### src/rtl/rv_isa_pkg.sv
// RISC-V opcode classes, encoder error codes and immediate limits, shared by the
// immediate generator and the instruction encoder.
package rv_isa_pkg;

  localparam int unsigned OPC_WIDTH = 5;

  localparam logic [OPC_WIDTH-1:0] OPC_LOAD   = 5'b00000;
  localparam logic [OPC_WIDTH-1:0] OPC_OP_IMM = 5'b00100;
  localparam logic [OPC_WIDTH-1:0] OPC_AUIPC  = 5'b00101;
  localparam logic [OPC_WIDTH-1:0] OPC_STORE  = 5'b01000;
  localparam logic [OPC_WIDTH-1:0] OPC_OP     = 5'b01100;
  localparam logic [OPC_WIDTH-1:0] OPC_LUI    = 5'b01101;
  localparam logic [OPC_WIDTH-1:0] OPC_BRANCH = 5'b11000;
  localparam logic [OPC_WIDTH-1:0] OPC_JAL    = 5'b11011;

  typedef enum logic [1:0] {
    ERR_NONE     = 2'b00,
    ERR_RANGE    = 2'b01,
    ERR_MISALIGN = 2'b10,
    ERR_UNSUP    = 2'b11
  } err_code_e;

  localparam int IMM_IS_MIN = -2048;
  localparam int IMM_IS_MAX = 2047;
  localparam int IMM_B_MIN  = -4096;
  localparam int IMM_B_MAX  = 4094;
  localparam int IMM_J_MIN  = -(1 << 20);
  localparam int IMM_J_MAX  = (1 << 20) - 2;

endpackage

### src/rtl/instr_encoder_if.sv
// Field-bundle input, instruction-memory write port and status of instr_encoder.
// master = bundle source / memory side, slave = the encoder.
interface instr_encoder_if #(
  parameter int unsigned ADDR_WIDTH = 8
);
  logic                  start;
  logic                  in_valid;
  logic                  in_ready;
  logic [4:0]            in_opcode;
  logic [4:0]            in_rd;
  logic [4:0]            in_rs1;
  logic [4:0]            in_rs2;
  logic [2:0]            in_funct3;
  logic [6:0]            in_funct7;
  logic [31:0]           in_imm;
  logic                  wr_en;
  logic                  wr_ready;
  logic [ADDR_WIDTH-1:0] wr_addr;
  logic [31:0]           wr_data;
  logic                  err_valid;
  logic [1:0]            err_code;
  logic                  full;

  modport master (
    output start, in_valid, in_opcode, in_rd, in_rs1, in_rs2, in_funct3, in_funct7, in_imm,
           wr_ready,
    input  in_ready, wr_en, wr_addr, wr_data, err_valid, err_code, full
  );

  modport slave (
    input  start, in_valid, in_opcode, in_rd, in_rs1, in_rs2, in_funct3, in_funct7, in_imm,
           wr_ready,
    output in_ready, wr_en, wr_addr, wr_data, err_valid, err_code, full
  );
endinterface

### src/rtl/instr_field_packer.sv
// Combinational scatter of decoded fields into a 32-bit RISC-V word plus reject code.
// INSTR_ENCODER_RANGE_CHECK_EN enables range/alignment rejection; otherwise imm is truncated.
module instr_field_packer
  import rv_isa_pkg::*;
(
  input  logic [4:0]  opcode,
  input  logic [4:0]  rd,
  input  logic [4:0]  rs1,
  input  logic [4:0]  rs2,
  input  logic [2:0]  funct3,
  input  logic [6:0]  funct7,
  input  logic [31:0] imm,
  output logic [31:0] word_c,
  output err_code_e   err_c
);

`ifdef INSTR_ENCODER_RANGE_CHECK_EN
  logic signed [31:0] simm;
  assign simm = signed'(imm);
`endif

  // Misaligned outranks range inside each format; unsupported is handled by default.
  always_comb begin
    word_c = '0;
    err_c  = ERR_NONE;
    unique case (opcode)
      OPC_OP_IMM, OPC_LOAD: begin
        word_c = {imm[11:0], rs1, funct3, rd, opcode, 2'b11};
`ifdef INSTR_ENCODER_RANGE_CHECK_EN
        if (simm < IMM_IS_MIN || simm > IMM_IS_MAX) err_c = ERR_RANGE;
`endif
      end
      OPC_STORE: begin
        word_c = {imm[11:5], rs2, rs1, funct3, imm[4:0], opcode, 2'b11};
`ifdef INSTR_ENCODER_RANGE_CHECK_EN
        if (simm < IMM_IS_MIN || simm > IMM_IS_MAX) err_c = ERR_RANGE;
`endif
      end
      OPC_BRANCH: begin
        word_c = {imm[12], imm[10:5], rs2, rs1, funct3, imm[4:1], imm[11], opcode, 2'b11};
`ifdef INSTR_ENCODER_RANGE_CHECK_EN
        if (imm[0])                                   err_c = ERR_MISALIGN;
        else if (simm < IMM_B_MIN || simm > IMM_B_MAX) err_c = ERR_RANGE;
`endif
      end
      OPC_JAL: begin
        word_c = {imm[20], imm[10:1], imm[11], imm[19:12], rd, opcode, 2'b11};
`ifdef INSTR_ENCODER_RANGE_CHECK_EN
        if (imm[0])                                   err_c = ERR_MISALIGN;
        else if (simm < IMM_J_MIN || simm > IMM_J_MAX) err_c = ERR_RANGE;
`endif
      end
      OPC_AUIPC, OPC_LUI: begin
        word_c = {imm[31:12], rd, opcode, 2'b11};
`ifdef INSTR_ENCODER_RANGE_CHECK_EN
        if (imm[11:0] != 12'h000) err_c = ERR_MISALIGN;
`endif
      end
      OPC_OP: begin
        word_c = {funct7, rs2, rs1, funct3, rd, opcode, 2'b11};
      end
      default: begin
        err_c = ERR_UNSUP;
      end
    endcase
  end

endmodule

### src/rtl/instr_encoder.sv
// Sequential instruction encoder / program loader: packs field bundles into words and
// writes them at an auto-incrementing address. Optional checks: INSTR_ENCODER_RANGE_CHECK_EN.
module instr_encoder
  import rv_isa_pkg::*;
#(
  parameter int unsigned ADDR_WIDTH = 8,
  parameter int unsigned BASE_ADDR  = 0
)
(
  input  logic            clk,
  input  logic            rst_n,
  instr_encoder_if.slave  bus
);

  localparam logic [ADDR_WIDTH-1:0] BASE = ADDR_WIDTH'(BASE_ADDR);
  localparam logic [ADDR_WIDTH-1:0] LAST = '1;

  logic                  wr_en_q;
  logic [ADDR_WIDTH-1:0] addr_q;
  logic [31:0]           data_q;
  logic                  err_valid_q;
  err_code_e             err_code_q;
  logic                  full_q;

  logic                  in_ready_c;
  logic                  accept_c;
  logic                  fire_c;
  logic [31:0]           pack_word_c;
  err_code_e             pack_err_c;

  instr_field_packer u_packer (
    .opcode (bus.in_opcode),
    .rd     (bus.in_rd),
    .rs1    (bus.in_rs1),
    .rs2    (bus.in_rs2),
    .funct3 (bus.in_funct3),
    .funct7 (bus.in_funct7),
    .imm    (bus.in_imm),
    .word_c (pack_word_c),
    .err_c  (pack_err_c)
  );

  // A new bundle may enter whenever the single output slot is empty or draining.
  assign in_ready_c = !full_q && !bus.start && (!wr_en_q || bus.wr_ready);
  assign accept_c   = bus.in_valid && in_ready_c;
  assign fire_c     = wr_en_q && bus.wr_ready;

  always_ff @(posedge clk or negedge rst_n) begin
    if (!rst_n) begin
      wr_en_q     <= 1'b0;
      addr_q      <= BASE;
      data_q      <= '0;
      err_valid_q <= 1'b0;
      err_code_q  <= ERR_NONE;
      full_q      <= 1'b0;
    end else begin
      err_valid_q <= 1'b0;
      if (bus.start) begin
        wr_en_q <= 1'b0;
        addr_q  <= BASE;
        full_q  <= 1'b0;
      end else begin
        if (fire_c) begin
          addr_q <= addr_q + ADDR_WIDTH'(1);
          if (addr_q == LAST) full_q <= 1'b1;
        end
        // Rejected bundles are consumed without touching the write slot.
        if (accept_c) begin
          if (pack_err_c != ERR_NONE) begin
            wr_en_q     <= 1'b0;
            err_valid_q <= 1'b1;
            err_code_q  <= pack_err_c;
          end else begin
            wr_en_q <= 1'b1;
            data_q  <= pack_word_c;
          end
        end else if (fire_c) begin
          wr_en_q <= 1'b0;
        end
      end
    end
  end

  assign bus.in_ready  = in_ready_c;
  assign bus.wr_en     = wr_en_q;
  assign bus.wr_addr   = addr_q;
  assign bus.wr_data   = data_q;
  assign bus.err_valid = err_valid_q;
  assign bus.err_code  = 2'(err_code_q);
  assign bus.full      = full_q;

endmodule

### src/flat_wrapper.sv
// flat-port wrapper written by rule: the top's interface ports become plain ports
module instr_encoder_flat import rv_isa_pkg::*;
#(
  parameter int unsigned ADDR_WIDTH = 8,
  parameter int unsigned BASE_ADDR  = 0
)
  (clk, rst_n, bus_start, bus_in_valid, bus_in_opcode, bus_in_rd, bus_in_rs1, bus_in_rs2, bus_in_funct3, bus_in_funct7, bus_in_imm, bus_wr_ready, bus_in_ready, bus_wr_en, bus_wr_addr, bus_wr_data, bus_err_valid, bus_err_code, bus_full);
  instr_encoder_if #(.ADDR_WIDTH(ADDR_WIDTH)) bus_i ();
  input  logic clk;
  input  logic rst_n;
  input wire logic [$bits(bus_i.start)-1:0] bus_start;
  input wire logic [$bits(bus_i.in_valid)-1:0] bus_in_valid;
  input wire logic [$bits(bus_i.in_opcode)-1:0] bus_in_opcode;
  input wire logic [$bits(bus_i.in_rd)-1:0] bus_in_rd;
  input wire logic [$bits(bus_i.in_rs1)-1:0] bus_in_rs1;
  input wire logic [$bits(bus_i.in_rs2)-1:0] bus_in_rs2;
  input wire logic [$bits(bus_i.in_funct3)-1:0] bus_in_funct3;
  input wire logic [$bits(bus_i.in_funct7)-1:0] bus_in_funct7;
  input wire logic [$bits(bus_i.in_imm)-1:0] bus_in_imm;
  input wire logic [$bits(bus_i.wr_ready)-1:0] bus_wr_ready;
  output wire logic [$bits(bus_i.in_ready)-1:0] bus_in_ready;
  output wire logic [$bits(bus_i.wr_en)-1:0] bus_wr_en;
  output wire logic [$bits(bus_i.wr_addr)-1:0] bus_wr_addr;
  output wire logic [$bits(bus_i.wr_data)-1:0] bus_wr_data;
  output wire logic [$bits(bus_i.err_valid)-1:0] bus_err_valid;
  output wire logic [$bits(bus_i.err_code)-1:0] bus_err_code;
  output wire logic [$bits(bus_i.full)-1:0] bus_full;
  assign bus_i.start = bus_start;
  assign bus_i.in_valid = bus_in_valid;
  assign bus_i.in_opcode = bus_in_opcode;
  assign bus_i.in_rd = bus_in_rd;
  assign bus_i.in_rs1 = bus_in_rs1;
  assign bus_i.in_rs2 = bus_in_rs2;
  assign bus_i.in_funct3 = bus_in_funct3;
  assign bus_i.in_funct7 = bus_in_funct7;
  assign bus_i.in_imm = bus_in_imm;
  assign bus_i.wr_ready = bus_wr_ready;
  assign bus_in_ready = bus_i.in_ready;
  assign bus_wr_en = bus_i.wr_en;
  assign bus_wr_addr = bus_i.wr_addr;
  assign bus_wr_data = bus_i.wr_data;
  assign bus_err_valid = bus_i.err_valid;
  assign bus_err_code = bus_i.err_code;
  assign bus_full = bus_i.full;
  instr_encoder #(.ADDR_WIDTH(ADDR_WIDTH), .BASE_ADDR(BASE_ADDR)) u_core (.clk(clk), .rst_n(rst_n), .bus(bus_i));
endmodule
### config.mk
export PLATFORM = sky130hd
export DESIGN_NAME = instr_encoder_flat
export DESIGN_NICKNAME = d
export VERILOG_FILES = /design/src/rtl/rv_isa_pkg.sv /design/src/rtl/instr_encoder_if.sv /design/src/rtl/instr_field_packer.sv /design/src/rtl/instr_encoder.sv /design/src/flat_wrapper.sv
export SDC_FILE = /design/constraint.sdc
export NUM_CORES = 1
export LEC_CHECK = 0
export CAP_MARGIN = 20
export CORE_MARGIN = 5
export CORE_UTILIZATION = 44
export DETAILED_ROUTE_END_ITERATION = 7
export GPL_TIMING_DRIVEN = 0
export MAX_ROUTING_LAYER = met4
export PLACE_DENSITY = 0.88
export SLEW_MARGIN = 20
export SYNTH_ARGS = -nofsm -noshare
export SYNTH_HDL_FRONTEND = slang
export SYNTH_SLANG_ARGS = --single-unit
export TNS_END_PERCENT = 20
### constraint.sdc
create_clock -name clk -period 4.1 [get_ports clk]
set_input_delay 0.41 -clock clk [delete_from_list [all_inputs] [get_ports clk]]
set_output_delay 0.41 -clock clk [all_outputs]
set_load 0.01 [all_outputs]
# Word-level counts from Yosys, hierarchy flattened
# Cells that the tools add are included.
dict set report word_totals {
  register_bits 45
  input_bits 67
}
dict set report classes {
  n_addsub 1
  eq_ne 8
  n_mux 14
  bitwise_logic 2
  reduce_logical 19
}
# operator n
set op_table {}
lappend op_table {{one-hot mux 32 bit (6 select lines)} 1}
lappend op_table {{2-to-1 mux 8 bit} 2}
lappend op_table {{equality test 5 x 4 -> 1 bit, second input constant} 3}
lappend op_table {{equality test 5 x 3 -> 1 bit, second input constant} 2}
lappend op_table {{equality test 5 bit, second input constant} 2}
lappend op_table {{2-to-1 mux 1 bit} 10}
lappend op_table {{adder 8 x 1 -> 8 bit, second input constant} 1}
lappend op_table {{equality test 8 bit, second input constant} 1}
lappend op_table {{OR reduction 8 bit} 1}
lappend op_table {{AND reduction 3 bit} 2}
lappend op_table {{nonzero test 2 bit} 3}
lappend op_table {{zero test 5 bit} 1}
lappend op_table {{logical AND 1 bit} 4}
lappend op_table {{OR reduction 2 bit} 2}
lappend op_table {{zero test 1 bit} 3}
lappend op_table {{nonzero test 3 bit} 1}
lappend op_table {{2-to-1 mux 2 bit} 1}
lappend op_table {{inverter 1 bit} 2}
lappend op_table {{AND reduction 2 bit} 1}
lappend op_table {{logical OR 1 bit} 1}

# Depth between registers and ports, before layout
# Gate-level depths: netlist of the first run.
dict set report logic_depth {
  ltp_word 7
  ltp_mapped 8
  mapped_depth_nobuf 5
}

# Modules after synthesis
# Synthesis of the first run repeated with hierarchy kept, for this count alone.
dict set report unflattened {
  hier_cells 205
  area_unflattened_um2 2466.1
}
# module n_inst cells_per_inst area_per_inst_um2 seq_area_each_um2
set by_module_without_submodules {}
lappend by_module_without_submodules {instr_encoder 1 128 1805.5 1126.1}
lappend by_module_without_submodules {instr_field_packer 1 77 660.6 0.0}

# Worst setup path after synthesis of the first run
# Ideal clock, no wire load.
dict set report synth_timing {
  path_kind {input port to flip-flop}
  startpoint {input bus_start}
  endpoint {register u_core.data_q[10], in the netlist u_core.bus.wr_data[10]}
  arrival_ns 1.801
  required_ns 3.975
  path_slack_ns 2.174
  stages 7
  path_buffers 3
  cell_sequence {buf_2 nor3_1 nand2_1 nor2b_4 buf_6 buf_12 mux2_4}
}
dict set report synth_via {
  elab_chain_len 5
  word_cells_on_any_way 6
  classes_between {bitwise (1); reduce/logical (5)}
}
# item line_no
set synth_lines {}
lappend synth_lines {{from (decl)} flat_wrapper.sv:11} ;# input wire logic [$bits(bus_i.start)-1:0] bus_start;
lappend synth_lines {{zero test 1 bit} instr_encoder.sv:44} ;# assign in_ready_c = !full_q && !bus.start && (!wr_en_q || bus.wr_ready);
lappend synth_lines {{logical AND 1 bit (2 in a row)} instr_encoder.sv:44}
lappend synth_lines {{named net bus_in_ready} flat_wrapper.sv:21} ;# output wire logic [$bits(bus_i.in_ready)-1:0] bus_in_ready;
lappend synth_lines {{logical AND 1 bit} instr_encoder.sv:45} ;# assign accept_c = bus.in_valid && in_ready_c;
lappend synth_lines {{AND reduction 3 bit (no line)} -}
lappend synth_lines {{to (signal assigned)} instr_encoder.sv:75} ;# data_q <= pack_word_c;
lappend synth_lines {{to (decl)} instr_encoder.sv:20} ;# logic [31:0] data_q;
# The timed path passes the listed nets, and every way through them passes these cells.
# A chain may end at the register's enable or synchronous reset.

# Worst setup path in the final report of the first run
dict set report layout_timing {
  startpoint {input bus_in_opcode[0]}
  endpoint {register u_core.data_q[16], in the netlist u_core.bus.wr_data[16]}
}
dict set report layout_via {
  elab_chain_len 6
  word_cells_on_any_way 16
  classes_between {eq/ne (7); mux (2); bitwise (1); reduce/logical (6)}
}
# item line_no
set layout_lines {}
lappend layout_lines {{from (decl)} flat_wrapper.sv:13} ;# input wire logic [$bits(bus_i.in_opcode)-1:0] bus_in_opcode;
lappend layout_lines {{equality test 5 x 4 -> 1 bit, or another cell as far along} instr_field_packer.sv:26} ;# unique case (opcode)
lappend layout_lines {{OR reduction 8 bit (no line)} -}
lappend layout_lines {{2-to-1 mux 2 bit} instr_field_packer.sv:26}
lappend layout_lines {{nonzero test 2 bit} instr_encoder.sv:69} ;# if (pack_err_c != ERR_NONE) begin
lappend layout_lines {{inverter 1 bit (no line)} -}
lappend layout_lines {{AND reduction 3 bit (no line)} -}
# Parallel ways exist; a longest one is shown, timed or not.

==> reports/qor.yml, run 1 <==
status: "complete, no violations"
r2r-start: "u_core.bus.wr_en"
grt_max_degree: 27
use_met2: 0.3814
worstPathMaxFanout: 10
diodes: 0
die_x_um: 82.49
final_common_cell: "clkdlybuf4s50_1"
antenna_found_initial: 0
clock_sinks: 43
finClkSkew_ps: 6.114
muxShareOfSynthArea: 0.1661
htreeDepth: 2
clock.fmax_mhz: 456.4
p_clk_frac: 0.230
finalCriticalPeriod_ps: 2191
grt_pass1_vias: 2111
yosysSeqAreaShare: 0.4654
multiInputGateArea_mm2: 0.001070
drc: 0
hold_slack_ps: 56.22
synth_area_per_cell_um2: 11.56
clock_latency_ps: 300
required_ps: 4330
num_rows: 26
portBuffers: 110
setup_viol: 0
path_clk_slew_ps: 80
synth_area_leaders: "dfrtp_1 47%, mux2_4 10%, a22o_1 4.9%"
regArea_mm2: 0.001076
worstSetupEndpointType: "flop"
synth_compound_area_frac: 0.1510
max_slew.worst_pin.slew_ps: 997.4
max_cap_viol_count: 0
async_reset_ff_frac: 1.000
via_per_inst: 5.180
grt_pass1_wl_mm: 10.37
rsz0062_at_grt: "false"
cts_buffer_depth: 2
first_pass_iters: 4
cts_made_buffers: 5
post_cts_buffers: 0
synth_top_family_by_area: "multiplexers"
p_int_uw: 813.9
drive_gt1_frac: 0.1411
num_vias: 2015
postCtsHoldBufs: 0
synth_area_mm2: 0.002312
initial_core_util: 0.4527
cts_root_buf: "clkbuf_8"
yosysTopAreaCellShare: 0.4654
hp-class: "in2async"
ir_drop_mv: 0.1910
power_leakage_nw: 1.538
die_area_mm2: 0.006805
seq_power_share: 0.460
ys_seq_elements: 43
p_sw_uw: 293.2
top_usage_layer: "met2"
synth_xor_area_frac: 0.01894
synth.net_count: 268
finalWeightedCongestion: 0.8658
drt-initial-drc-count: 102
ys.flop_type: "dfrtp_1"
syn_inst: 200
die_h_um: 82.49
ys_warn_count: 0
startpoint: "bus_in_opcode[0]"
ys_types: 47
criticalPathCategory: "in2reg"
cts_tree: "built"
period_share: 0.5344
p_comb_frac: 0.309
wl_per_cell_um: 17.49
drtAntennaViolNets: 0
hpwlAfterDp_mm: 5.565
hold_viol_final: 0
final.setup.tns_ps: 0
nNetsFinal: 386
nFillCells: 400
yosys.area_share.simple: 0.1212
use_met3: 0.04013
synth-adder-area-share: 0.005411
boundaryPins: 113
swShare: 0.2648
drv_slew: 0
core_mm2: 0.005107
track_usage: 0.2130
yosys.area.top_type: "dfrtp_1"
cts_resized: 0
cp-start-kind: "input port"
wirelength_mm: 6.802
synth_edf_count: 0
syn_to_final_growth_pct: 55.90
grt_overflow: 0
grtUsageMet1: 0.2382
final_cell_mix: "109 x clkdlybuf4s50_1, 43 x dfrtp_1, 16 x mux2_4, 15 x nand2_1, 14 x inv_1"
max_slew_margin: 0.3291
crit_arrival_ps: 2420
pwr_density_cell_mw_per_mm2: 307.1
-- routing by layer --
layer / part of all wire / vias to the layer above
li1: - / 964
met1: 0.39 / 981
met2: 0.55 / 58
met3: 0.039 / 12
met4: 0.021 / 0
met5: 0 / -
-- per-stage QoR --
| stage | power, mW | util | worst slack, ps | area (um^2) | instances |
|---|---|---|---|---|---|
| final | 1.107 | 0.7058 | 1909 | 3605 | 389 |
| after floorplan | 0.6448 | - | 2174 | 2312 | 200 |
| after global placement | 0.8488 | 0.6854 | 1548 | 3501 | 380 |
| after global routing | 1.168 | 0.7058 | 1754 | 3605 | 389 |
| after detailed placement | 0.8623 | 0.6899 | 1585 | 3523 | 381 |
| after CTS | 1.119 | 0.7058 | 1886 | 3605 | 389 |
-- cell usage after synthesis, drive strengths merged, types with 2 or more instances --
cell type  count
buf           10
nand2         15
dfrtp         43
or2            4
nor3           2
mux2i         11
nor2          12
o21ai          6
mux2          19
or3            2
inv           14
a21o           2
and3           4
a222oi         9
a22o          13
nand2b         2
xor2           4
nand4          3
a21oi          5
clkbuf         2
nor2b          3
-- path summary, 6_finish.rpt --
| kind | to | slack [ps] | cells past startpoint |
|---|---|---|---|
| worst max-delay path | u_core.bus.wr_data[16] | 1910 | 6 |
| worst min-delay path | u_core.bus.wr_data[3] | 60 | 1 |
| worst max register to register | u_core.bus.wr_data[13] | 2340 | 7 |
| worst min register to register | u_core.bus.wr_data[1] | 500 | 1 |
| max in group asynchronous | u_core.bus.wr_data[14] | 3560 | 2 |
| min in group clk | u_core.bus.wr_addr[1] | 420 | 2 |
-- sequential cells by signal, indices dropped and copies added (netlist names) --
name,flops
u_core.bus.wr_data,31
u_core.bus.wr_addr,8
u_core.bus.err_code,1
u_core.bus.err_valid,1
u_core.bus.full,1
u_core.bus.wr_en,1
-- power by group through the flow --
| stage | combinational [mW] | sequential [mW] | clock (mW) |
|---|---|---|---|
| 6_report | 0.342 | 0.510 | 0.255 |
| 5_1_grt | 0.367 | 0.516 | 0.285 |
| 4_1_cts | 0.347 | 0.510 | 0.262 |
| 3_5_place_dp | 0.346 | 0.517 | 0 |
| 3_3_place_gp | 0.336 | 0.513 | 0 |
| 2_1_floorplan | 0.106 | 0.539 | 0 |
-- kinds of logic (layout without fill, tap and decap cells) --
group | after synthesis | count (layout)
xor+xnor | 5 | 5
simple gates | 51 | 51
flops | 43 | 43
fa+ha+maj | 1 | 1
compound gates | 44 | 44
mux | 30 | 30
buf+inv | 26 | 145
-- worst max-delay path: stages --
cell	delay (ps)
clkdlybuf4s50_1	460
buf_4	200
nor2_1	140
a21boi_0	810
a22o_1	250
mux2_4	140
-- area by class of cell --
| class | count | share of cell area |
|---|---|---|
| inverter | 14 | 0.01458 |
| multi-input combinational | 131 | 0.2968 |
| buffer | 12 | 0.03159 |
| tap | 70 | 0.02430 |
| timing repair buffer | 111 | 0.3117 |
| clock buffer | 7 | 0.02117 |
| clock inverter | 1 | 0.001388 |
| sequential | 43 | 0.2985 |
No activity file was read; power rests on OpenSTA's default activity.
==> run 2, diff against run 1 <==
--- a/config.mk
+++ b/config.mk
@@ -7,11 +7,11 @@
 export LEC_CHECK = 0
 export CAP_MARGIN = 20
 export CORE_MARGIN = 5
-export CORE_UTILIZATION = 44
+export CORE_UTILIZATION = 37
 export DETAILED_ROUTE_END_ITERATION = 7
 export GPL_TIMING_DRIVEN = 0
 export MAX_ROUTING_LAYER = met4
-export PLACE_DENSITY = 0.88
+export PLACE_DENSITY = 0.79
 export SLEW_MARGIN = 20
 export SYNTH_ARGS = -nofsm -noshare
 export SYNTH_HDL_FRONTEND = slang
==> constraint.sdc (replaced) <==
create_clock -name clk -period 1.8 [get_ports clk]
set_input_delay 0.18 -clock clk [delete_from_list [all_inputs] [get_ports clk]]
set_output_delay 0.18 -clock clk [all_outputs]
set_load 0.01 [all_outputs]
==> run 2 against run 1 <==
Die area grew 17%. Register-to-register slack lost 2200 ps. Power grew 130%. Final cell count grew 1.5%. Non-clock buffer count grew 1. Sequential share of layout area shrank 0.19 points. Largest cell class unchanged. Critical path depth grew 1. Final area grew 0.62%. Largest power group unchanged. Clock power grew 140%. First-iteration DRC count shrank 0.98%.
==> reports/qor.yml, run 2 (same netlist as run 1, synthesis figures left out) <==
regArea_mm2: 0.001076
num_vias: 2010
num_rows: 28
grt_pass1_wl_mm: 10.47
grt_pass1_vias: 2074
antenna_found_initial: 0
wl_per_cell_um: 17.06
drtAntennaViolNets: 0
nNetsFinal: 387
criticalPathCategory: "reg2reg"
die_x_um: 89.05
grt_overflow: 0
cts_tree: "built"
path_clk_slew_ps: 80
first_pass_iters: 4
clock_sinks: 43
final_common_cell: "clkdlybuf4s50_1"
track_usage: 0.1776
clock_latency_ps: 290
cts_root_buf: "clkbuf_8"
status: "complete, no violations"
final_cell_mix: "104 x clkdlybuf4s50_1, 43 x dfrtp_1, 16 x mux2_4, 15 x nand2_1, 14 x inv_1"
hpwlAfterDp_mm: 5.421
syn_to_final_growth_pct: 56.87
wirelength_mm: 6.737
power_leakage_nw: 1.563
finalWeightedCongestion: 0.7929
drive_gt1_frac: 0.1500
max_cap_viol_count: 0
nFillCells: 498
period_share: 0.9277
cp-start-kind: "flop"
htreeDepth: 2
portBuffers: 110
hp-class: "in2reg"
dp.cells: 386
p_total_mw: 2.541
boundaryPins: 113
post-place-ws_ps: -549.4
final.setup.tns_ps: 0
setup_viol: 0
cts_made_buffers: 5
diodes: 0
instances_no_fill: 395
post_cts_buffers: 0
setup_slack_ps: 130.1
largest_reg_flops: 31
clock.fmax_mhz: 598.8
hold_slack_ps: 197.7
drv_slew: 0
drt-initial-drc-count: 101
die_h_um: 89.05
pwr_density_cell_mw_per_mm2: 700.6
max_slew.worst_pin.slew_ps: 567.3
core_mm2: 0.005991
worstPathMaxFanout: 10
die_area_mm2: 0.007930
required_ps: 1970
max_slew_margin: 0.6210
multiInputGateArea_mm2: 0.001079
cts_buffer_depth: 2
via_per_inst: 5.089
worstSetupEndpointType: "flop"
hold_viol_final: 0
grt_max_degree: 27
finClkSkew_ps: 6.712
ir_drop_mv: 0.4507
crit_arrival_ps: 1840
initial_core_util: 0.3860
drc: 0
finalCriticalPeriod_ps: 1670
[run 2: through the flow]
| stage | utilization | instance area (um^2) |
|---|---|---|
| after floorplan | - | 2317 |
| after global placement | 0.5863 | 3512 |
| after detailed placement | 0.5888 | 3527 |
| after CTS | 0.6040 | 3618 |
| after global routing | 0.6055 | 3627 |
| final | 0.6055 | 3627 |
[run 2: final cells by class]
class	count	area share
clock inverters	2	0.003449
flip-flops and latches	43	0.2967
plain buffers	12	0.03139
clock buffers	6	0.02001
multi-input cells	131	0.2973
well taps	75	0.02587
repair buffers	112	0.3108
inverters	14	0.01449
[run 2: what timing repair did]
action / CTS / global route
setup endpoints to repair: 16 / 10
pin swaps: 0 / 0
gates resized for setup: 4 / 3
hold buffers: 1 / 0
endpoints found under the hold margin: 17 / 0
[run 2: path summary, 6_finish.rpt]
path                       slack, ps                     end             startpoint  cells after the start
max                              130  u_core.bus.wr_data[14]       u_core.bus.wr_en                      7
min reg2reg                      490   u_core.bus.wr_data[1]  u_core.bus.wr_data[1]                      1
min in group asynchronous        370  u_core.bus.err_code[0]                  rst_n                      2
min                              200   u_core.bus.wr_addr[7]              bus_start                      2
max reg2reg                      130  u_core.bus.wr_data[14]       u_core.bus.wr_en                      7
max in group asynchronous        930  u_core.bus.wr_data[18]                  rst_n                      3
[run 2: metal layers]
metal | vias to the layer above | GRT usage | wire length, um
met5 | - | - | 0
met4 | 0 | 0.04195 | 78
met3 | 6 | 0.03134 | 367
met2 | 66 | 0.3070 | 3505
met1 | 976 | 0.2162 | 2786
li1 | 962 | - | -
[run 2: critical path: stages (launching register included)]
cell and delay, ps:
dfrtp_1 390, nor2b_1 160, nor3_2 140, nand2_1 150
nor2b_4 130, buf_6 140, buf_12 150, mux2_4 300
[run 2: report_power, final]
group          leakage [nW]  switching (mW)  internal [mW]
logic                 0.953           0.285          0.491
registers             0.568          0.0697           1.09
clock network        0.0412           0.336          0.272
